`src/rtl/ysyx_mem_arb.sv`:
```
// rtl/ysyx_mem_arb.sv - IFU/LSU memory bus arbiter with single outstanding transaction and timeout
`ifndef YSYX_W_WIDTH
`define YSYX_W_WIDTH 32
`endif

module ysyx_mem_arb #(
  parameter int BIT_W   = `YSYX_W_WIDTH,
  parameter int TIMEOUT = 255
) (
  input  logic               clk,
  input  logic               rst,
  input  logic               ifu_arvalid_i,
  input  logic [BIT_W-1:0]   ifu_araddr_i,
  output logic               ifu_rvalid_o,
  output logic [BIT_W-1:0]   ifu_rdata_o,
  output logic               ifu_err_o,
  input  logic               lsu_avalid_i,
  input  logic               lsu_wen_i,
  input  logic [BIT_W-1:0]   lsu_addr_i,
  input  logic [BIT_W-1:0]   lsu_wdata_i,
  input  logic [BIT_W/8-1:0] lsu_wstrb_i,
  output logic               lsu_rvalid_o,
  output logic [BIT_W-1:0]   lsu_rdata_o,
  output logic               lsu_wready_o,
  output logic               lsu_err_o,
  output logic               bus_req_o,
  output logic               bus_we_o,
  output logic [BIT_W-1:0]   bus_addr_o,
  output logic [BIT_W-1:0]   bus_wdata_o,
  output logic [BIT_W/8-1:0] bus_wstrb_o,
  input  logic               bus_gnt_i,
  input  logic               bus_rvalid_i,
  input  logic [BIT_W-1:0]   bus_rdata_i,
  input  logic               bus_bvalid_i
);

  typedef enum logic [1:0] {IDLE, REQ, RESP} state_t;

  localparam logic       OWN_IFU  = 1'b0;
  localparam logic       OWN_LSU  = 1'b1;
  // Timeout fires in the TIMEOUT-th cycle spent outstanding (counter starts at 0).
  localparam logic [9:0] CNT_LAST = 10'(TIMEOUT - 1);

  state_t     state, state_nxt;
  logic       owner, last_owner;
  logic [9:0] cnt;
  logic       busy, grant, grant_lsu, rsp_hit, tmo, done;

  // Arbitration and completion decode; a response only counts once the bus has accepted
  always_comb begin
    busy      = (state == REQ) || (state == RESP);
    grant     = (state == IDLE) && (ifu_arvalid_i || lsu_avalid_i);
    grant_lsu = lsu_avalid_i && (!ifu_arvalid_i || (last_owner == OWN_IFU));
    rsp_hit   = ((state == RESP) || ((state == REQ) && bus_gnt_i)) &&
                (bus_we_o ? bus_bvalid_i : bus_rvalid_i);
    tmo       = busy && (cnt == CNT_LAST) && !rsp_hit;
    done      = (rsp_hit || tmo) && !rst;
  end

  // State register
  always_ff @(posedge clk) begin
    if (rst) state <= IDLE;
    else     state <= state_nxt;
  end

  // Next-state logic
  always_comb begin
    state_nxt = state;
    case (state)
      IDLE:    if (grant) state_nxt = REQ;
      REQ:     if (done) state_nxt = IDLE;
               else if (bus_gnt_i) state_nxt = RESP;
      RESP:    if (done) state_nxt = IDLE;
      default: state_nxt = IDLE;
    endcase
  end

  // Latch request fields and ownership at grant; age the outstanding transaction
  always_ff @(posedge clk) begin
    if (rst) begin
      owner       <= OWN_IFU;
      last_owner  <= OWN_IFU;
      cnt         <= '0;
      bus_we_o    <= 1'b0;
      bus_addr_o  <= '0;
      bus_wdata_o <= '0;
      bus_wstrb_o <= '0;
    end else if (grant) begin
      owner      <= grant_lsu ? OWN_LSU : OWN_IFU;
      last_owner <= grant_lsu ? OWN_LSU : OWN_IFU;
      cnt        <= '0;
      if (grant_lsu) begin
        bus_we_o    <= lsu_wen_i;
        bus_addr_o  <= lsu_addr_i;
        bus_wdata_o <= lsu_wdata_i;
        bus_wstrb_o <= lsu_wstrb_i;
      end else begin
        bus_we_o    <= 1'b0;
        bus_addr_o  <= ifu_araddr_i;
        bus_wdata_o <= '0;
        bus_wstrb_o <= '0;
      end
    end else if (busy) begin
      cnt <= cnt + 10'd1;
    end
  end

  // Outputs: request strobe from state, completion pulses routed to the owner
  always_comb begin
    bus_req_o    = (state == REQ);
    ifu_rvalid_o = done && (owner == OWN_IFU);
    lsu_rvalid_o = done && (owner == OWN_LSU) && !bus_we_o;
    lsu_wready_o = done && (owner == OWN_LSU) && bus_we_o;
    ifu_err_o    = ifu_rvalid_o && tmo;
    lsu_err_o    = (lsu_rvalid_o || lsu_wready_o) && tmo;
    ifu_rdata_o  = (ifu_rvalid_o && rsp_hit) ? bus_rdata_i : '0;
    lsu_rdata_o  = (lsu_rvalid_o && rsp_hit) ? bus_rdata_i : '0;
  end

endmodule

```
`config.mk`:
```
export PLATFORM = sky130hd
export DESIGN_NAME = ysyx_mem_arb
export DESIGN_NICKNAME = d
export VERILOG_FILES = /design/src/rtl/ysyx_mem_arb.sv
export SDC_FILE = /design/constraint.sdc
export NUM_CORES = 1
export LEC_CHECK = 0
export ABC_AREA = 1
export CAP_MARGIN = 20
export CELL_PAD_IN_SITES_DETAIL_PLACEMENT = 2
export CELL_PAD_IN_SITES_GLOBAL_PLACEMENT = 2
export CORE_MARGIN = 1
export CORE_UTILIZATION = 17
export DETAILED_ROUTE_END_ITERATION = 10
export PLACE_DENSITY = 0.84
export SETUP_SLACK_MARGIN = 0.4
export SYNTH_ARGS = -nofsm -noshare
export SYNTH_HDL_FRONTEND = slang
export SYNTH_SLANG_ARGS = --single-unit
```
`constraint.sdc`:
```
create_clock -name clk -period 2.1 [get_ports clk]
set_input_delay 0.21 -clock clk [delete_from_list [all_inputs] [get_ports clk]]
set_output_delay 0.21 -clock clk [all_outputs]
set_load 0.005 [all_outputs]
```
# Word level (Yosys, flattened, before mapping)
# Index checks and enable logic that the tools add are counted.
# W data, S select, Z words.
# word_totals
reg_bits,82
latch_bits,0
mem_bits_rw,0
romBits,0
inputBits,140
out_inout_bits,139
word_cells,56
memories,0
# classes
add_sub_neg,1
multipliers,0
div_mod_pow,0
order_cmp,0
eq_ne,6
shift,0
mux,13
bitwise_logic,1
n_reduce_logical,28
# ops
operator,count
$mux W32,4
$logic_and A1 B1 Y1,15
$add A10 B1 Y10 const B,1
$eq A10 B8 Y1 const B,1
$mux W2,4
$logic_or A1 B1 Y1,6
$pmux W2 S3,1
$logic_not A1 Y1,4
$mux W4,1
$ne A2 B2 Y1 const B,2
$mux W1,3
$ne A3 B1 Y1 const B,1
$reduce_and A3 Y1,1
$eq A2 B1 Y1 const B,1
$eq A2 B2 Y1 const B,1
$logic_not A2 Y1,1
$reduce_or A2 Y1,1
$not A1 Y1,1

# Longest topological paths before layout
# Gate-level depths: netlist of the first run.
# depth
ltp_word,12
mapped_depth,13
depth_no_buf,12

# Worst setup path before layout of the first run
# No wires, ideal clock.
# synth_path
path_type,register -> output
from,reg state[0]
to,out lsu_rdata_o[21]
t_arrival_ns,1.693
setup_slack_ns,0.197
path_stages_with_launch,14
n_path_buf,1
cell_sequence,dfxtp_1 > inv_1 > ha_1 > nand2_1 > nor2_1 > nand3_1 > nand2_1 > nand2_2 > nor2_4 > inv_2 > nor2_4 > nand2_4 > buf_6 > nor2_4
# synth_rtl
item,line_no,text
start: declaration,44,"state_t state, state_nxt;"
start signal: assignment,63,else state <= state_nxt;
$eq A2 B1 Y1 or $eq A2 B2 Y1 (tied branches),51,busy = (state == REQ) || (state == RESP);
$logic_or A1 B1 Y1 (*),51,
via busy,47,"logic busy, grant, grant_lsu, rsp_hit, tmo, done;"
$logic_and A1 B1 Y1 (*) (2 in a row),56,tmo = busy && (cnt == CNT_LAST) && !rsp_hit;
$logic_or A1 B1 Y1 (*),57,done = (rsp_hit || tmo) && !rst;
$logic_and A1 B1 Y1 (*),57,
$logic_and A1 B1 Y1 (*) (2 in a row),112,lsu_rvalid_o = done && (owner == OWN_LSU) && !bus_we_o;
via lsu_rvalid_o,22,"output logic lsu_rvalid_o,"
$logic_and A1 B1 Y1 (*),117,lsu_rdata_o = (lsu_rvalid_o && rsp_hit) ? bus_rdata_i : '0;
$mux W32 (*),117,
end: declaration,23,"output logic [BIT_W-1:0] lsu_rdata_o,"
# The timed path passes the listed nets; every way through them passes the cells marked *.

# Worst setup path after layout of the first run
# layout_path
from,reg state[1]
to,out ifu_err_o
# layout_rtl
item,line_no,text
$eq A2 B1 Y1 or $eq A2 B2 Y1 (tied branches),51,
$logic_or A1 B1 Y1 (*),51,
via busy,47,
$logic_and A1 B1 Y1 (*) (2 in a row),56,
$logic_or A1 B1 Y1,57,
$logic_and A1 B1 Y1,57,
$logic_and A1 B1 Y1,111,ifu_rvalid_o = done && (owner == OWN_IFU);
$logic_and A1 B1 Y1 (*),114,ifu_err_o = ifu_rvalid_o && tmo;
end: declaration,16,"output logic ifu_err_o,"
# Marks and branches as above.

==> results of run 1 <==
registers in the layout, summed over array words and instances (netlist names):
signal       count
bus_addr_o      32
bus_wdata_o     32
cnt             10
bus_wstrb_o      4
state            2
bus_we_o         1
last_owner       1
power groups by stage:
| stage | clock [mW] | sequential [mW] | combinational, mW |
|---|---|---|---|
| 3_5_place_dp | 0 | 2.16 | 2.49 |
| 2_1_floorplan | 0 | 2.16 | 0.883 |
| 5_1_grt | 1.70 | 2.17 | 3.01 |
| 4_1_cts | 1.63 | 2.12 | 2.52 |
| 3_3_place_gp | 0 | 2.13 | 2.39 |
| 6_report | 1.57 | 2.12 | 2.78 |
worst register-to-register path, stage by stage (launching register included):
cell and delay [ns]:
dfxtp_2 0.34, inv_2 0.05, buf_4 0.14, ha_2 0.21
a21o_1 0.18, nand2_2 0.08, nand2_2 0.07, nand2_4 0.10
buf_6 0.11, buf_6 0.09, buf_6 0.11, nand2_4 0.06
nand4_1 0.09, nand2_1 0.06, nor2_1 0.10
metal layers:
layer	vias up	wire length (microns)
met5	-	0
met4	0	667
met3	41	1720
met2	208	10800
met1	2381	7350
li1	2387	-
layout by cell type (no fill, tap or decap), types with 3 or more instances in the layout:
master / synthesis / final
clkdlybuf4s50_1: 0 / 208
o31ai_1: 32 / 32
o21ai_0: 75 / 73
nand3_2: 0 / 5
nor2_2: 21 / 14
buf_2: 4 / 44
inv_2: 2 / 6
buf_12: 0 / 5
nor3_1: 4 / 3
nand2_1: 93 / 82
a21oi_1: 8 / 6
buf_4: 0 / 35
clkbuf_16: 0 / 15
dfxtp_1: 82 / 80
inv_1: 94 / 89
nand2_4: 1 / 5
nor2_4: 12 / 57
buf_6: 3 / 37
clkbuf_2: 0 / 14
nand2_2: 1 / 7
nor2_1: 79 / 41
path summary, 6_finish.rpt:
kind,end,slack (ns),cells after the start
min,bus_wdata_o[25],0.42,3
max reg2reg,state[0],0.24,14
max,ifu_err_o,-0.54,17
min reg2reg,bus_wdata_o[25],0.46,2
through the flow:
step	util [%]	hold slack (ns)	setup TNS [ns]
final	36.4	0.424	-27.06
after global routing	36.4	0.434	-33.99
after CTS	33.8	0.413	-28.94
after detailed placement	32.1	0.448	-17.10
after global placement	32.1	0.437	-12.94
after floorplan	-	0.359	0
cells by family (layout without fill, tap and decap cells):
family,Yosys count,after routing,synth area share [%]
other,0,2,0
buffers and inverters,127,464,12.9
adders and majority gates,5,5,1.61
and+or+nand+nor,221,221,25.8
AOI/OAI and AO/OA,118,118,17.3
DFF,82,82,42.1
xor gates and xnor gates,1,1,0.225
cell type report:
cell class / count / area [sq um] / share of cell area, %
antenna: 2 / 5.00 / 0.0609
clock buffer: 10 / 239 / 2.91
clock inverter: 6 / 50.0 / 0.609
inverter: 96 / 363 / 4.41
multi-input combinational: 345 / 2220 / 27.0
sequential: 82 / 1640 / 20.0
tap: 285 / 357 / 4.34
timing repair buffer: 352 / 3340 / 40.7
repair_timing:
item,in CTS,in global routing
pin swaps,4,22
gates cloned,0,8
hold endpoints to repair,0,0
setup endpoints to repair,73,77
resized for setup,128,261
setup buffers,12,15
==> run summary, run 1 <==
Seq/Total Area, Yosys: 42.1%
post-route cell area: 8220 sq um
RSZ-0062 raised after global routing: true
post-route minimum period: 2.64 ns
fin cells: 1,178
status: finished with violations
CTS tree: yes
hold_sp: lsu_wdata_i[25]
Synth top area share: 42.1%
most used cell, CP: buf_6
fin nets: 1,031
Yosys top cell by area: dfxtp_1
Post-synth top cells: 94 x inv_1, 93 x nand2_1, 82 x dfxtp_1, 79 x nor2_1, 75 x o21ai_0
total clock sinks: 82
WP data arrival: 2.43 ns
die area: 23,500 sq um
FP Rows: 55
grt peak-use layer: met2
part of the power in registers: 32.8%
Slew Limit Fails: 0
synthesized flop and latch total: 82
Critical path origin: state[1]
Total GRT Usage: 15.1%
Critical Path RT: 1.89 ns
vias after detailed routing: 5,017
core area: 22,600 sq um
worst slack, placed: -0.335 ns
Switching Share: 34.8%
met3 usage: 4.73%
Post-synth EDFFs: 0
crit-path max cell delay: 0.34 ns
met1 Track Usage GR: 15.7%
Synth Net Count: 699
chip width: 153 microns
Synth-to-Final Area Change: 111%
Root Driver: clkbuf_16
violated checks: setup timing
Max Fclk: 378 MHz
mapped cell area: 3900 sq um
Netlist cell types: 25
Critical path buffers and inverters: 12
global-route wire length before repair: 27.8 mm
Startpoint Class: flop
count leader, synth: inv_1
port buffer count: 278
Worst path slowest cell: dfxtp_2
Post-Synthesis Cells: 554
share of cells above drive strength 1: 30.1%
max cap viols: 0
Vias/cell: 4.26
Worst-Skew Late Latency: 0.34 ns
final HPWL from detailed placement: 13.7 mm
Final Hold Vio Count: 0
Routed Antenna Nets: 0
Worst Slack Setup Final: -0.544 ns
DRT Pass-1 Iters: 4
initial DRC count: 120
Placed Area: 7250 sq um
H-tree depth: 3
fillers: 2,531
Top Ports: 279
combinational share of power: 43.0%
Synth area leaders: dfxtp_1 42%, o21ai_0 9.6%, inv_1 9.1%
clock power share: 24.3%
Synth Flop Type: dfxtp_1
grt ovf: 0
Num CTS Buffers: 9
initial antenna violation count: 2
DRC errors left: 0
critical path type: flop to output port
Total Wirelength: 20.6 mm
CP Capture Type: output port
Final period util: 126%
cell family with most CP delay: buffers and inverters
grt met2 use: 27.8%
Die Height: 153 microns
YS warnings: 0
Worst Tran Pin Value: 0.424 ns
worst clock skew: 0.00855 ns
CP cell instances: inv_2 -> ha_4 -> nand2_2 -> nor2_2 -> nand3_2 -> buf_6 -> buf_6 -> buf_6 -> buf_6 -> buf_6 -> buf_6 -> buf_6 -> buf_6 -> inv_4 -> nand3_2 -> inv_1 -> buf_2
Syn Area/Cell: 7.04 sq um
Final setup viols: 69
Lkg Pwr: 3.57 nW
largest net degree at the start of global routing: 63
NetSw: 2.25 mW
Power Total: 6.48 mW
Peak supply drop: 0.000409 V
type of the worst min-delay path: input pin to flop
reg-to-reg startpoint: state[0]
WL per Instance: 17.5 microns
Starting Density: 17.3%
Slew HR: 71.8%
Clock Tree Buf Depth: 2
number of global-route vias before repair: 5,260
Worst Path Max Fanout: 2
Post-Place Cells: 1,125
FFs w/ async S/R, synth: 0%
Placer Congestion: 0.719
cts hold-fix bufs: 0
Clock Pin Slew Worst Setup and Hold Paths: 0.07 ns
Power Density: 788 nW/um^2
Int Power: 4.22 mW
Power figures use the tool's default switching activity.
==> inputs of run 2 (changes only) <==
Settings changed: PLACE_DENSITY 0.84 to unset, PLACE_DENSITY_LB_ADDON set to 0.25.
==> run 2 against run 1 <==
The flow still finishes with violations (setup timing); combinational power about the same; clock-buffer cell count up 1; first-iteration DRC count down 37%; total power up 2.6%; non-clock buffer count up 8; critical path depth unchanged; largest cell class unchanged; clock power up 9%; hold slack worse by 0.0017 ns; sequential power about the same; critical path type unchanged; core utilization down 0.53 points; register-to-register slack about the same.
==> run summary, run 2 (synthesized netlist as in run 1, its figures left out) <==
most used cell, CP: nor2_4
RSZ-0062 raised after global routing: true
Clock Pin Slew Worst Setup and Hold Paths: 0.07 ns
fin nets: 1,039
Placer Congestion: 0.777
Die Height: 153 microns
H-tree depth: 3
max cap viols: 0
port buffer count: 278
part of the power in registers: 32.2%
CP cell instances: inv_2 -> ha_4 -> nand2_2 -> nor2_1 -> nand3_1 -> nand2_1 -> nand2_2 -> nor2_4 -> inv_2 -> nor2_4 -> nand2_4 -> buf_12 -> buf_8 -> buf_12 -> buf_6 -> nor2_4 -> buf_2
Worst Slack Setup Final: -0.614 ns
FP Rows: 55
Power Total: 6.64 mW
Stages on worst setup path: 17
die area: 23,500 sq um
combinational share of power: 42.1%
largest net degree at the start of global routing: 43
Max Fclk: 369 MHz
initial DRC count: 76
violated checks: setup timing
Switching Share: 33.4%
Setup TNS: -31.21 ns
Hold Slack: 0.422 ns
Peak supply drop: 0.000391 V
status: finished with violations
Vias/cell: 4.28
DRC errors left: 0
commonest non-fill, non-tap cell in the layout: clkdlybuf4s50_1
clock power share: 25.7%
chip width: 153 microns
Synth-to-Final Area Change: 108%
share of cells above drive strength 1: 28.1%
cell family with most CP delay: simple AND/OR/NAND/NOR gates
core area: 22,600 sq um
WHS Path Cells: 3
Routed Antenna Nets: 0
number of global-route vias before repair: 5,455
initial antenna violation count: 0
final HPWL from detailed placement: 14.1 mm
Worst Tran Pin Value: 0.400 ns
Clock Tree Buf Depth: 2
Slew Limit Fails: 0
global-route wire length before repair: 28.8 mm
Top Ports: 279
biggest regs: bus_addr_o (32), bus_wdata_o (32), cnt (10)
Root Driver: clkbuf_16
crit-path max cell delay: 0.35 ns
Slew HR: 73.3%
Worst Path Max Fanout: 7
CP Capture Type: output port
DRT Pass-1 Iters: 4
vias after detailed routing: 5,062
WL per Instance: 16.8 microns
grt ovf: 0
Total GRT Usage: 15.6%
Final period util: 129%
Util after Layout: 35.9%
worst clock skew: 0.0104 ns
Critical Path RT: 1.89 ns
cts hold-fix bufs: 0
NetSw: 2.22 mW
most frequent cells in the layout: 208 x clkdlybuf4s50_1, 91 x inv_1, 86 x nand2_1, 80 x dfxtp_1, 70 x o21ai_0
Final Hold Vio Count: 0
Int Power: 4.43 mW
Worst-Skew Late Latency: 0.35 ns
Lkg Pwr: 3.66 nW
WP data arrival: 2.50 ns
CTS tree: yes
R2R cell count: 12
critical path type: flop to output port
post-route cell area: 8100 sq um
total clock sinks: 82
Starting Density: 17.3%
type of the worst min-delay path: input pin to flop
Total Wirelength: 19.8 mm
fillers: 2,552
Antenna Cells: 0
post-route minimum period: 2.71 ns
Final setup viols: 69
Placed Area: 7240 sq um
Num CTS Buffers: 9
Critical path buffers and inverters: 7
Power Density: 820 nW/um^2
Startpoint Class: flop
Worst path slowest cell: dfxtp_2
-- run 2: timing repair --
| action | CTS | global route |
|---|---|---|
| cloned | 0 | 4 |
| setup endpoints to repair | 76 | 83 |
| resized for setup | 219 | 129 |
| pin swaps | 6 | 16 |
| setup buffers | 19 | 25 |
-- run 2: path summary, 6_finish.rpt --
kind,from,end,slack [ns]
setup / recovery,state[0],lsu_rdata_o[17],-0.61
hold / removal,lsu_wdata_i[30],bus_wdata_o[30],0.42
setup reg to reg,state[0],cnt[9],0.25
hold reg to reg,bus_addr_o[13],bus_addr_o[13],0.46
-- run 2: worst register-to-register path: cells and delay by family (launching register included) --
kind / cells / cell delay, ns
simple gates: 5 / 0.59
flops: 1 / 0.35
buf+inv: 4 / 0.33
fa+ha+maj: 1 / 0.27
compound gates: 2 / 0.18
-- run 2: cell type report --
type                    count  area [sq um]  share of cell area, %
repair buffers            360          3350                   41.3
flip-flops and latches     82          1640                   20.3
well taps                 285           357                   4.40
clock inverters             5          61.3                  0.757
inverters                  96           363                   4.48
clock buffers              11           253                   3.12
multi-input cells         345          2070                   25.6
-- run 2: layer usage --
layer	GRT usage (%)	vias to the layer above	part of all wire [%]
met1	17.0	2433	39
li1	-	2396	-
met4	5.95	0	2.3
met2	28.1	206	51
met3	4.99	27	7.7
met5	0	-	0
-- run 2: power by group through the flow --
stage | sequential, mW | clock, mW | combinational, mW
after global placement | 2.14 | 0 | 2.37
after CTS | 2.14 | 1.77 | 2.62
after floorplan | 2.16 | 0 | 0.883
after global routing | 2.18 | 1.84 | 3.05
after detailed placement | 2.16 | 0 | 2.44
final | 2.14 | 1.71 | 2.80
-- run 2: per-stage QoR --
stage / worst slack [ns] / cells
after floorplan: 0.305 / 554
after global placement: -0.301 / 1120
after detailed placement: -0.352 / 1120
after CTS: -0.620 / 1155
after global routing: -0.770 / 1184
final: -0.614 / 1184
==> inputs of run 3 (changes only) <==
Settings changed: CORE_MARGIN 1 to 5, CORE_UTILIZATION 17 to 30, DONT_BUFFER_PORTS set to 1, SKIP_CTS_REPAIR_TIMING set to 1.
==> run 3 against run 2 <==
The run ends with hold timing, setup timing left; register-to-register slack better by 0.10 ns; via count down 27%; non-clock buffer count down 334; critical path depth down 4; clock-buffer cell count unchanged; cell count down 38%; fmax up 17%; clock power up 2%; routed wire length down 25%; design area down 40%; clock skew down 0.0023 ns; sequential share of layout area up 13 points; critical path type unchanged; highest routed layer unchanged.
==> run summary, run 3 (synthesized netlist as in run 1, its figures left out) <==
status: finished with violations
violated checks: hold timing, setup timing
fillers: 1,467
CP cell instances: inv_2 -> ha_4 -> nand2_2 -> nor2_1 -> nand3_1 -> nand2_2 -> nand2_4 -> nor2_4 -> inv_2 -> nor2_4 -> nand2_4 -> clkbuf_16 -> nor2_2
commonest non-fill, non-tap cell in the layout: inv_1
RSZ-0062 raised after global routing: true
vias after detailed routing: 3,713
Synth-to-Final Area Change: 24.9%
CP Capture Type: output port
Root Driver: clkbuf_16
WL per Instance: 20.2 microns
critical path type: flop to output port
part of the power in registers: 41.9%
total clock sinks: 82
Power Density: 1100 nW/um^2
Total Wirelength: 14.9 mm
largest net degree at the start of global routing: 56
fin cells: 737
Starting Density: 30.8%
reg-to-reg startpoint: state[1]
NetSw: 1.83 mW
initial DRC count: 83
final HPWL from detailed placement: 11.0 mm
DRT Pass-1 Iters: 4
Critical Path RT: 1.89 ns
Die Height: 124 microns
hold_sp: rst
Worst-Skew Late Latency: 0.33 ns
Final Hold Vio Count: 29
worst clock skew: 0.00814 ns
Util after Layout: 38.4%
Total GRT Usage: 16.9%
type of the worst min-delay path: input pin to flop
reg-to-reg slack, setup: 0.35 ns
CTS tree: yes
crit-path max cell delay: 0.34 ns
Critical path buffers and inverters: 3
Power Total: 5.37 mW
max cap viols: 0
Clock Pin Slew Worst Setup and Hold Paths: 0.06 ns
Lkg Pwr: 2.08 nW
Routed Antenna Nets: 0
biggest regs: bus_addr_o (32), bus_wdata_o (32), cnt (10)
Worst Tran Pin Value: 0.465 ns
Slew Limit Fails: 0
share of cells above drive strength 1: 22.7%
die area: 15,400 sq um
Slew HR: 68.9%
Worst Path Max Fanout: 8
Placer Congestion: 0.747
fin nets: 705
chip width: 124 microns
grt ovf: 0
most frequent cells in the layout: 91 x inv_1, 87 x nand2_1, 79 x dfxtp_1, 74 x o21ai_0, 47 x nor2_1
combinational share of power: 25.4%
Top Ports: 279
WP data arrival: 2.10 ns
H-tree depth: 3
FP Rows: 41
initial antenna violation count: 0
port buffer count: 0
Startpoint Class: flop
Max Fclk: 433 MHz
Final period util: 110%
number of global-route vias before repair: 3,921
Setup TNS: -7.82 ns
core area: 12,700 sq um
Int Power: 3.54 mW
global-route wire length before repair: 20.3 mm
Vias/cell: 5.04
cell family with most CP delay: simple AND/OR/NAND/NOR gates
Worst Slack Setup Final: -0.211 ns
Post-Place Cells: 709
Antenna Cells: 0
Num CTS Buffers: 9
Peak supply drop: 0.000381 V
Final setup viols: 66
Worst path slowest cell: dfxtp_2
Switching Share: 34.0%
Multi-input gate area: 2000 sq um
Critical path origin: state[1]
DRC errors left: 0
post-route minimum period: 2.31 ns
Clock Tree Buf Depth: 2
Hold Slack: -0.0288 ns
clock power share: 32.6%
sequential cell area: 1650 sq um
run 3: layout make-up:
type	instances	share of cell area (%)
Tap cell	172	4.42
Multi-Input combinational cell	345	41.2
Timing Repair Buffer	26	6.27
Clock inverter	5	1.72
Sequential cell	82	33.8
Clock buffer	11	5.19
Inverter	96	7.45
run 3: metrics by stage:
stage | cell area (sq um) | worst slack (ns)
2_1_floorplan | 3920 | 0.305
3_3_place_gp | 4140 | 0.150
3_5_place_dp | 4140 | 0.0611
4_1_cts | 4470 | -0.307
5_1_grt | 4870 | -0.366
6_report | 4870 | -0.211
run 3: worst paths after layout:
| check | end | cells after the start |
|---|---|---|
| setup / recovery | lsu_rdata_o[3] | 13 |
| hold / removal | bus_addr_o[7] | 1 |
| setup reg to reg | cnt[9] | 10 |
| hold reg to reg | cnt[9] | 2 |
run 3: power by group through the flow:
stage | clock [mW] | combinational [mW] | sequential, mW
2_1_floorplan | 0 | 0.883 | 2.16
3_3_place_gp | 0 | 1.18 | 2.28
3_5_place_dp | 0 | 1.26 | 2.29
4_1_cts | 1.81 | 1.26 | 2.26
5_1_grt | 1.87 | 1.56 | 2.30
6_report | 1.75 | 1.37 | 2.25
run 3: metal layers:
layer	part of all wire, %	up-vias	GRT usage [%]
li1	-	1731	-
met1	33	1774	16.7
met2	53	186	31.3
met3	11	22	7.49
met4	1.9	0	5.89
met5	0	-	0
